==> src/rtl/uart_tx_pkg.sv <==
// Shared UART definitions: frame state encoding and parity-mode helper,
// common to the transmit and receive directions.
package uart_tx_pkg;

  typedef enum logic [2:0] {
    ST_IDLE   = 3'd0,
    ST_START  = 3'd1,
    ST_DATA   = 3'd2,
    ST_PARITY = 3'd3,
    ST_STOP   = 3'd4
  } uart_state_e;

  localparam logic LINE_IDLE = 1'b1;

  // parity_odd=1 -> bit = ~^data, parity_odd=0 -> bit = ^data.
  function automatic logic parity_of(input logic xor_red, input logic parity_odd);
    return parity_odd ? ~xor_red : xor_red;
  endfunction

endpackage

==> src/rtl/uart_baud_tick.sv <==
// Loadable bit-period prescaler: counts 0..ratio_reg-1 and strobes on the wrap.
// Held at zero while clear is high so every bit period starts aligned.
module uart_baud_tick #(
  parameter int RATIO_REG_SIZE = 8
) (
  input  logic                      clk,
  input  logic                      reset,
  input  logic                      clear,
  input  logic [RATIO_REG_SIZE-1:0] ratio_reg,
  output logic                      wrap
);

  logic [RATIO_REG_SIZE-1:0] cnt;

  assign wrap = !clear && (cnt == ratio_reg - 1'b1);

  always_ff @(posedge clk) begin
    if (reset || clear) begin
      cnt <= '0;
    end else if (wrap) begin
      cnt <= '0;
    end else begin
      cnt <= cnt + 1'b1;
    end
  end

endmodule

==> src/rtl/uart_tx.sv <==
// UART transmitter: start bit, DATA_BITS data bits LSB first, optional parity,
// one stop bit. Line, busy and done are all registered.
module uart_tx
  import uart_tx_pkg::*;
#(
  parameter int RATIO_REG_SIZE = 8,
  parameter int DATA_BITS      = 8
) (
  input  logic                      clk,
  input  logic                      reset,
  input  logic [RATIO_REG_SIZE-1:0] ratio,
  input  logic                      tx_enb,
  input  logic                      tx_start,
  input  logic [DATA_BITS-1:0]      data,
  input  logic                      parity_en,
  input  logic                      parity_odd,
  output logic                      busy,
  output logic                      done,
  output logic                      UART_TX
);

  localparam int IDX_W = (DATA_BITS > 1) ? $clog2(DATA_BITS) : 1;
  localparam logic [IDX_W-1:0] LAST_IDX = IDX_W'(DATA_BITS - 1);

  uart_state_e               state, state_nxt;
  logic                      line_nxt, busy_nxt, done_nxt;
  logic [IDX_W-1:0]          idx, idx_nxt;
  logic [DATA_BITS-1:0]      shreg, shreg_nxt;
  logic                      par_bit, par_nxt;
  logic                      pe_reg, pe_nxt;
  logic [RATIO_REG_SIZE-1:0] ratio_reg, ratio_nxt;
  logic                      wrap;

  uart_baud_tick #(
    .RATIO_REG_SIZE(RATIO_REG_SIZE)
  ) u_baud (
    .clk      (clk),
    .reset    (reset),
    .clear    (state == ST_IDLE),
    .ratio_reg(ratio_reg),
    .wrap     (wrap)
  );

  always_ff @(posedge clk) begin
    if (reset) begin
      state     <= ST_IDLE;
      UART_TX   <= LINE_IDLE;
      busy      <= 1'b0;
      done      <= 1'b0;
      idx       <= '0;
      shreg     <= '0;
      par_bit   <= 1'b0;
      pe_reg    <= 1'b0;
      ratio_reg <= '0;
    end else begin
      state     <= state_nxt;
      UART_TX   <= line_nxt;
      busy      <= busy_nxt;
      done      <= done_nxt;
      idx       <= idx_nxt;
      shreg     <= shreg_nxt;
      par_bit   <= par_nxt;
      pe_reg    <= pe_nxt;
      ratio_reg <= ratio_nxt;
    end
  end

  always_comb begin
    state_nxt = state;
    line_nxt  = UART_TX;
    busy_nxt  = busy;
    done_nxt  = 1'b0;
    idx_nxt   = idx;
    shreg_nxt = shreg;
    par_nxt   = par_bit;
    pe_nxt    = pe_reg;
    ratio_nxt = ratio_reg;

    unique case (state)
      ST_IDLE: begin
        line_nxt = LINE_IDLE;
        if (tx_enb && tx_start) begin
          state_nxt = ST_START;
          line_nxt  = 1'b0;
          busy_nxt  = 1'b1;
          idx_nxt   = '0;
          shreg_nxt = data;
          pe_nxt    = parity_en;
          ratio_nxt = (ratio == '0) ? RATIO_REG_SIZE'(1) : ratio;
          // The parity bit is resolved at acceptance, which latches the
          // parity mode and data together for the whole frame.
          par_nxt   = parity_of(^data, parity_odd);
        end
      end

      ST_START: begin
        if (wrap) begin
          state_nxt = ST_DATA;
          line_nxt  = shreg[0];
          idx_nxt   = '0;
        end
      end

      ST_DATA: begin
        if (wrap) begin
          if (idx == LAST_IDX) begin
            if (pe_reg) begin
              state_nxt = ST_PARITY;
              line_nxt  = par_bit;
            end else begin
              state_nxt = ST_STOP;
              line_nxt  = 1'b1;
            end
          end else begin
            idx_nxt   = idx + 1'b1;
            shreg_nxt = shreg >> 1;
            line_nxt  = shreg_nxt[0];
          end
        end
      end

      ST_PARITY: begin
        if (wrap) begin
          state_nxt = ST_STOP;
          line_nxt  = 1'b1;
        end
      end

      ST_STOP: begin
        if (wrap) begin
          state_nxt = ST_IDLE;
          line_nxt  = LINE_IDLE;
          busy_nxt  = 1'b0;
          done_nxt  = 1'b1;
        end
      end

      default: begin
        state_nxt = ST_IDLE;
        line_nxt  = LINE_IDLE;
        busy_nxt  = 1'b0;
      end
    endcase
  end

endmodule

==> config.mk <==
export PLATFORM = sky130hd
export DESIGN_NAME = uart_tx
export DESIGN_NICKNAME = d
export VERILOG_FILES = /design/src/rtl/uart_tx_pkg.sv /design/src/rtl/uart_baud_tick.sv /design/src/rtl/uart_tx.sv
export SDC_FILE = /design/constraint.sdc
export NUM_CORES = 1
export LEC_CHECK = 0
export ABC_AREA = 1
export CAP_MARGIN = 20
export CORE_UTILIZATION = 45
export CTS_CLUSTER_SIZE = 16
export DETAILED_ROUTE_END_ITERATION = 10
export PLACE_DENSITY = 0.67
export SLEW_MARGIN = 20
export SYNTH_ARGS = -nofsm -noshare
export SYNTH_HDL_FRONTEND = slang
export SYNTH_SLANG_ARGS = --single-unit
==> constraint.sdc <==
create_clock -name clk -period 3.2 [get_ports clk]
set_clock_uncertainty 0.05 [all_clocks]
set_input_delay 0.64 -clock clk [delete_from_list [all_inputs] [get_ports clk]]
set_output_delay 0.64 -clock clk [all_outputs]
set_load 0.02 [all_outputs]
==> results.json, run 1 <==
{
  "antenna_found_initial": 0,
  "wl_mm": 4.423,
  "final_common_cell": "nand2_1",
  "powerDensity_nw_per_um2": 672.7,
  "final_antenna_net_count": 0,
  "max_slew_margin_pct": 78.29,
  "synth_top_family_by_area": "simple AND/OR/NAND/NOR gates",
  "syn-cell-area_um2": 2009,
  "pwr-share-seq_pct": 36.3,
  "holdCritPathClass": "reg -> reg",
  "die_x_um": 68.83,
  "synthTopCellsByArea": "dfxtp_1 (35%), nand2_1 (14%), nor2_1 (6.0%)",
  "maxCapViolCount": 0,
  "cellInternalPower_mw": 0.9463,
  "vias": 1862,
  "setup_tns_ps": 0,
  "grt_max_degree": 18,
  "place_congestion": 0.8738,
  "ys_ff_latch": 35,
  "die_h_um": 68.83,
  "synth_edf_count": 0,
  "grt_pass1_vias": 1772,
  "final_nets": 345,
  "route.met2.wl_mm": 2.082,
  "drtPass1Iterations": 4,
  "yosys.area_share.xor_xnor_pct": 6.102,
  "yosysTopAreaCell": "dfxtp_1",
  "rr_endpoint": "idx[0]",
  "topRoutingLayerUsed": "met4",
  "clkLatencyLatePin_ps": 290,
  "viasPerCell": 5.046,
  "finalPower_mw": 1.608,
  "rows": 23,
  "cts_hold_buf": 0,
  "pre_cts_ws_ps": 876.7,
  "drc": 0,
  "r2r_cells": 14,
  "grtUsageTotal_pct": 22.20,
  "port_buffers": 24,
  "slew_violations": 0,
  "worstSetupStartpointType": "input port",
  "setup_slack_ps": 1187,
  "dp_hpwl_mm": 3.380,
  "whs_ps": 418.7,
  "core_um2": 4144,
  "dieArea_um2": 4737,
  "crit_fanout": 16,
  "drtIter0Drc": 67,
  "final_cell_mix": "nand2_1 (73), dfxtp_1 (35), nor2_1 (32), clkdlybuf4s50_1 (24)",
  "p_sw_share_pct": 41.13,
  "drt-met1-wl_mm": 2.123,
  "cts_root_buf": "clkbuf_8",
  "avgSynthCellArea_um2": 6.882,
  "diodes": 0,
  "synthMuxAreaShare_pct": 0,
  "seq_area_frac_synth_pct": 34.87,
  "worstPathArrival_ps": 2140,
  "p_clk_share_pct": 20.3,
  "fin_crit_sh_pct": 62.90,
  "h-tree-depth": 2,
  "grt_overflow": 0,
  "syn_to_final_growth_pct": 18.93,
  "power.leakage_nw": 1.018,
  "cts_tree": "yes",
  "synthCells": 292,
  "critPathLaunch": "tx_enb",
  "boundaryPins": 25,
  "r2r_start": "ratio_reg[0]",
  "synth_warnings": 0,
  "rsz0062_at_grt": "false",
  "worstMarginPinSlew_ps": 323.1,
  "crit_path_end": "shreg[7]",
  "hold_viol": 0,
  "wl_per_cell_um": 11.99,
  "synthSimpleGateAreaFrac_pct": 38.85,
  "synth_top_area_share_pct": 34.87,
  "nFillCells": 423,
  "grt_pass1_wl_mm": 7.665,
  "synthAdderAreaFrac_pct": 2.491,
  "ctsResizeCount": 0,
  "cts_num_sinks": 35,
  "peakVddDrop_mv": 0.3531,
  "start_util_pct": 48.49,
  "synth_compound_area_share_pct": 10.83,
  "synthesis.nets": 318,
  "path_class": "in -> reg",
  "clk_path_buf_depth": 2,
  "run_status": "completed",
  "synth_cell_type_count": 28,
  "p_sw_mw": 0.6612,
  "ff2ff_setup_slack_ps": 1240,
  "drive_above_1_share_pct": 11.91,
  "synthArstFlopShare_pct": 0,
  "fmax_ghz": 0.4968,
  "finalSetupViolations": 0,
  "route.met3.wl_um": 150,
  "power_frac_comb_pct": 43.5,
  "clk_pin_slew_worst_paths_ps": 70,
  "cts_setup_buffers": 0,
  "end_kind": "flop",
  "cp.required_ps": 3320,
  "cts_buffers": 5,
  "dominantRegCellSynth": "dfxtp_1",
  "fin_crit_ps": 2013
}
==> worst max-delay path, stage by stage <==
cell and delay, ps:
clkdlybuf4s50_1 460, nand2_1 120, nor2_2 290, inv_2 180, nand2_2 200, nand2_4 110
nand2_1 80, a21oi_1 60
==> power groups by stage <==
stage | combinational, mW | clock, mW | sequential, mW
after floorplan | 0.543 | 0 | 0.581
after global placement | 0.688 | 0 | 0.591
after detailed placement | 0.700 | 0 | 0.590
after CTS | 0.704 | 0.335 | 0.581
after global routing | 0.804 | 0.353 | 0.592
final | 0.699 | 0.326 | 0.583
==> routing by layer <==
layer	up-vias	GRT usage, %
met3	6	5.428
met1	837	26.87
met4	0	7.653
li1	990	-
met2	29	38.11
met5	-	0
==> through the flow <==
stage	instance area (um2)	instances	utilization, %
after global placement	2302	362	55.56
after detailed placement	2302	362	55.56
final	2390	369	57.67
after floorplan	2009	292	-
after global routing	2390	369	57.67
after CTS	2390	369	57.67
==> layout make-up <==
type,count,area (um2),share of cell area [%]
clock buffer,6,82.58,3.456
clock inverter,1,5.005,0.2094
inverter,30,112.6,4.712
multi-input combinational,221,1171,49.01
sequential,35,700.7,29.32
tap,50,62.56,2.618
timing repair buffer,26,255.2,10.68
==> cell usage after synthesis, drive strengths merged (5+ instances only) <==
library cell / number
xor2: 5
nor2: 40
inv: 30
nand4: 6
nand3: 21
nand2: 84
nor3: 6
xnor2: 9
dfxtp: 35
o21ai: 16
a21oi: 23
==> worst min path at each step <==
stage / startpoint / end / slack (ps) / depth (start not counted)
after floorplan: shreg[1] / shreg[1] / 390 / 2
after global placement: shreg[5] / shreg[5] / 400 / 2
after detailed placement: shreg[1] / shreg[1] / 410 / 2
after CTS: shreg[1] / shreg[1] / 420 / 2
after global routing: shreg[1] / shreg[1] / 440 / 2
final: shreg[0] / shreg[0] / 420 / 2
==> logic make-up (layout without fill, tap and decap cells) <==
kind of cell / count (synthesis) / after routing
simple gates: 161 / 161
xor+xnor: 14 / 14
fa+ha+maj: 4 / 4
compound gates: 42 / 42
flops: 35 / 35
buf+inv: 36 / 63
Note: power is estimated with default switching activity, not from simulation.
==> run 2, diff against run 1 <==
==> constraint.sdc (replaced) <==
create_clock -name clk -period 2.1 [get_ports clk]
set_clock_uncertainty 0.05 [all_clocks]
set_input_delay 0.42 -clock clk [delete_from_list [all_inputs] [get_ports clk]]
set_output_delay 0.42 -clock clk [all_outputs]
set_load 0.02 [all_outputs]
==> run 2 against run 1 <==
First-iteration DRC count rose by 63%. Non-clock buffer count rose by 2. Utilization rose by 0.66 points. Global-route usage fell by 2.1 points. Critical path type is now reg -> reg. Largest cell class unchanged.
==> results.json, run 2 (synthesis results as in run 1) <==
{
  "worstSetupStartpointType": "flop",
  "run_status": "completed",
  "port_buffers": 24,
  "powerDensity_nw_per_um2": 1024,
  "start_util_pct": 48.49,
  "crit_fanout": 7,
  "antenna_found_initial": 0,
  "hold_viol": 0,
  "rows": 23,
  "place_inst": 364,
  "cts_tree": "yes",
  "final_antenna_net_count": 0,
  "peakVddDrop_mv": 0.3837,
  "diodes": 0,
  "place_congestion": 0.8517,
  "fmax_ghz": 0.5196,
  "grt_overflow": 0,
  "clk_pin_slew_worst_paths_ps": 70,
  "rsz0062_at_grt": "false",
  "wl_per_cell_um": 11.06,
  "end_kind": "flop",
  "maxCapViolCount": 0,
  "path_class": "reg -> reg",
  "clkLatencyLatePin_ps": 280,
  "syn_to_final_growth_pct": 20.30,
  "clk_path_buf_depth": 2,
  "slew_violations": 0,
  "fin_crit_ps": 1924,
  "grt_max_degree": 17,
  "core_um2": 4144,
  "drtIter0Drc": 109,
  "cp.required_ps": 2220,
  "drtPass1Iterations": 4,
  "grtUsageTotal_pct": 20.06,
  "drc": 0,
  "cts_buffers": 5,
  "worstMarginPinSlew_ps": 356.8,
  "final_nets": 347,
  "finalSetupViolations": 0,
  "cts_setup_buffers": 0,
  "max_slew_margin_pct": 76.03,
  "wl_mm": 4.114,
  "holdCritPathClass": "reg -> reg",
  "setup_slack_ps": 175.6,
  "cts_root_buf": "clkbuf_8",
  "setup_tns_ps": 0,
  "dp_hpwl_mm": 3.197,
  "cts_num_sinks": 35,
  "h-tree-depth": 2,
  "pre_cts_ws_ps": 174.5,
  "die_x_um": 68.83,
  "fin_crit_sh_pct": 91.64,
  "grt_pass1_vias": 1569,
  "die_h_um": 68.83,
  "final_cell_mix": "nand2_1 (73), dfxtp_1 (35), nor2_1 (32), clkdlybuf4s50_1 (24)",
  "stdcell_count": 372,
  "dieArea_um2": 4737,
  "grt_pass1_wl_mm": 6.948,
  "drive_above_1_share_pct": 12.42,
  "cts_hold_buf": 0,
  "ctsResizeCount": 0,
  "finalPower_mw": 2.475,
  "vias": 1842,
  "final_common_cell": "nand2_1",
  "viasPerCell": 4.952,
  "boundaryPins": 25,
  "worstPathArrival_ps": 2040,
  "power.leakage_nw": 1.033
}
-- run 2: cell types whose count changed in the layout (fill, tap and decap cells not counted) --
cell      before  now
buf_4          2    4
clkbuf_1       0    1
clkbuf_8       6    7
clkinv_2       1    0
-- run 2: stage by stage --
| step | utilization, % | area [um2] | hold slack, ps |
|---|---|---|---|
| global placement | 55.92 | 2317 | 397.6 |
| floorplan | - | 2009 | 389.2 |
| detailed placement | 55.92 | 2317 | 401.9 |
| global route | 58.33 | 2417 | 434.7 |
| finish | 58.33 | 2417 | 412.3 |
| CTS | 58.33 | 2417 | 412.3 |
-- run 2: per-layer routing --
metal | global-route usage [%] | vias to the layer above | wire length (um)
met5 | 0 | - | 0
met4 | 7.653 | 0 | 63
met3 | 4.441 | 7 | 201
met2 | 31.25 | 42 | 1751
met1 | 26.87 | 791 | 2096
li1 | - | 1002 | -
-- run 2: report_power, final --
group / total [mW] / switching [mW] / leakage [nW] / internal [mW]
clock: 0.528 / 0.229 / 0.0515 / 0.299
sequential: 0.885 / 0.105 / 0.285 / 0.780
combinational: 1.06 / 0.652 / 0.696 / 0.410
-- run 2: worst paths after layout --
| check | start | to | slack, ps | cells past startpoint |
|---|---|---|---|---|
| max reg2reg | ratio_reg[0] | idx[0] | 180 | 14 |
| max | ratio_reg[0] | idx[0] | 180 | 14 |
| min | shreg[0] | shreg[0] | 410 | 2 |
| min reg2reg | shreg[0] | shreg[0] | 410 | 2 |
-- run 2: layout make-up --
class / count / area [um2]
well taps: 50 / 62.56
flip-flops and latches: 35 / 700.7
multi-input cells: 221 / 1171
repair buffers: 28 / 270.3
clock buffers: 8 / 100.1
inverters: 30 / 112.6
fillers: 425 / 1727
-- run 2: critical path: stages, from the launching register on --
cell and delay [ps]:
dfxtp_1 350, inv_2 70, ha_1 320, nand2_1 70
inv_1 40, nor2_1 70, nand2_1 50, nor2_1 80
nand3_1 110, nor2_4 150, nand2_8 100, nand2_2 100
nand2_1 90, nand2_1 80, a21oi_1 60
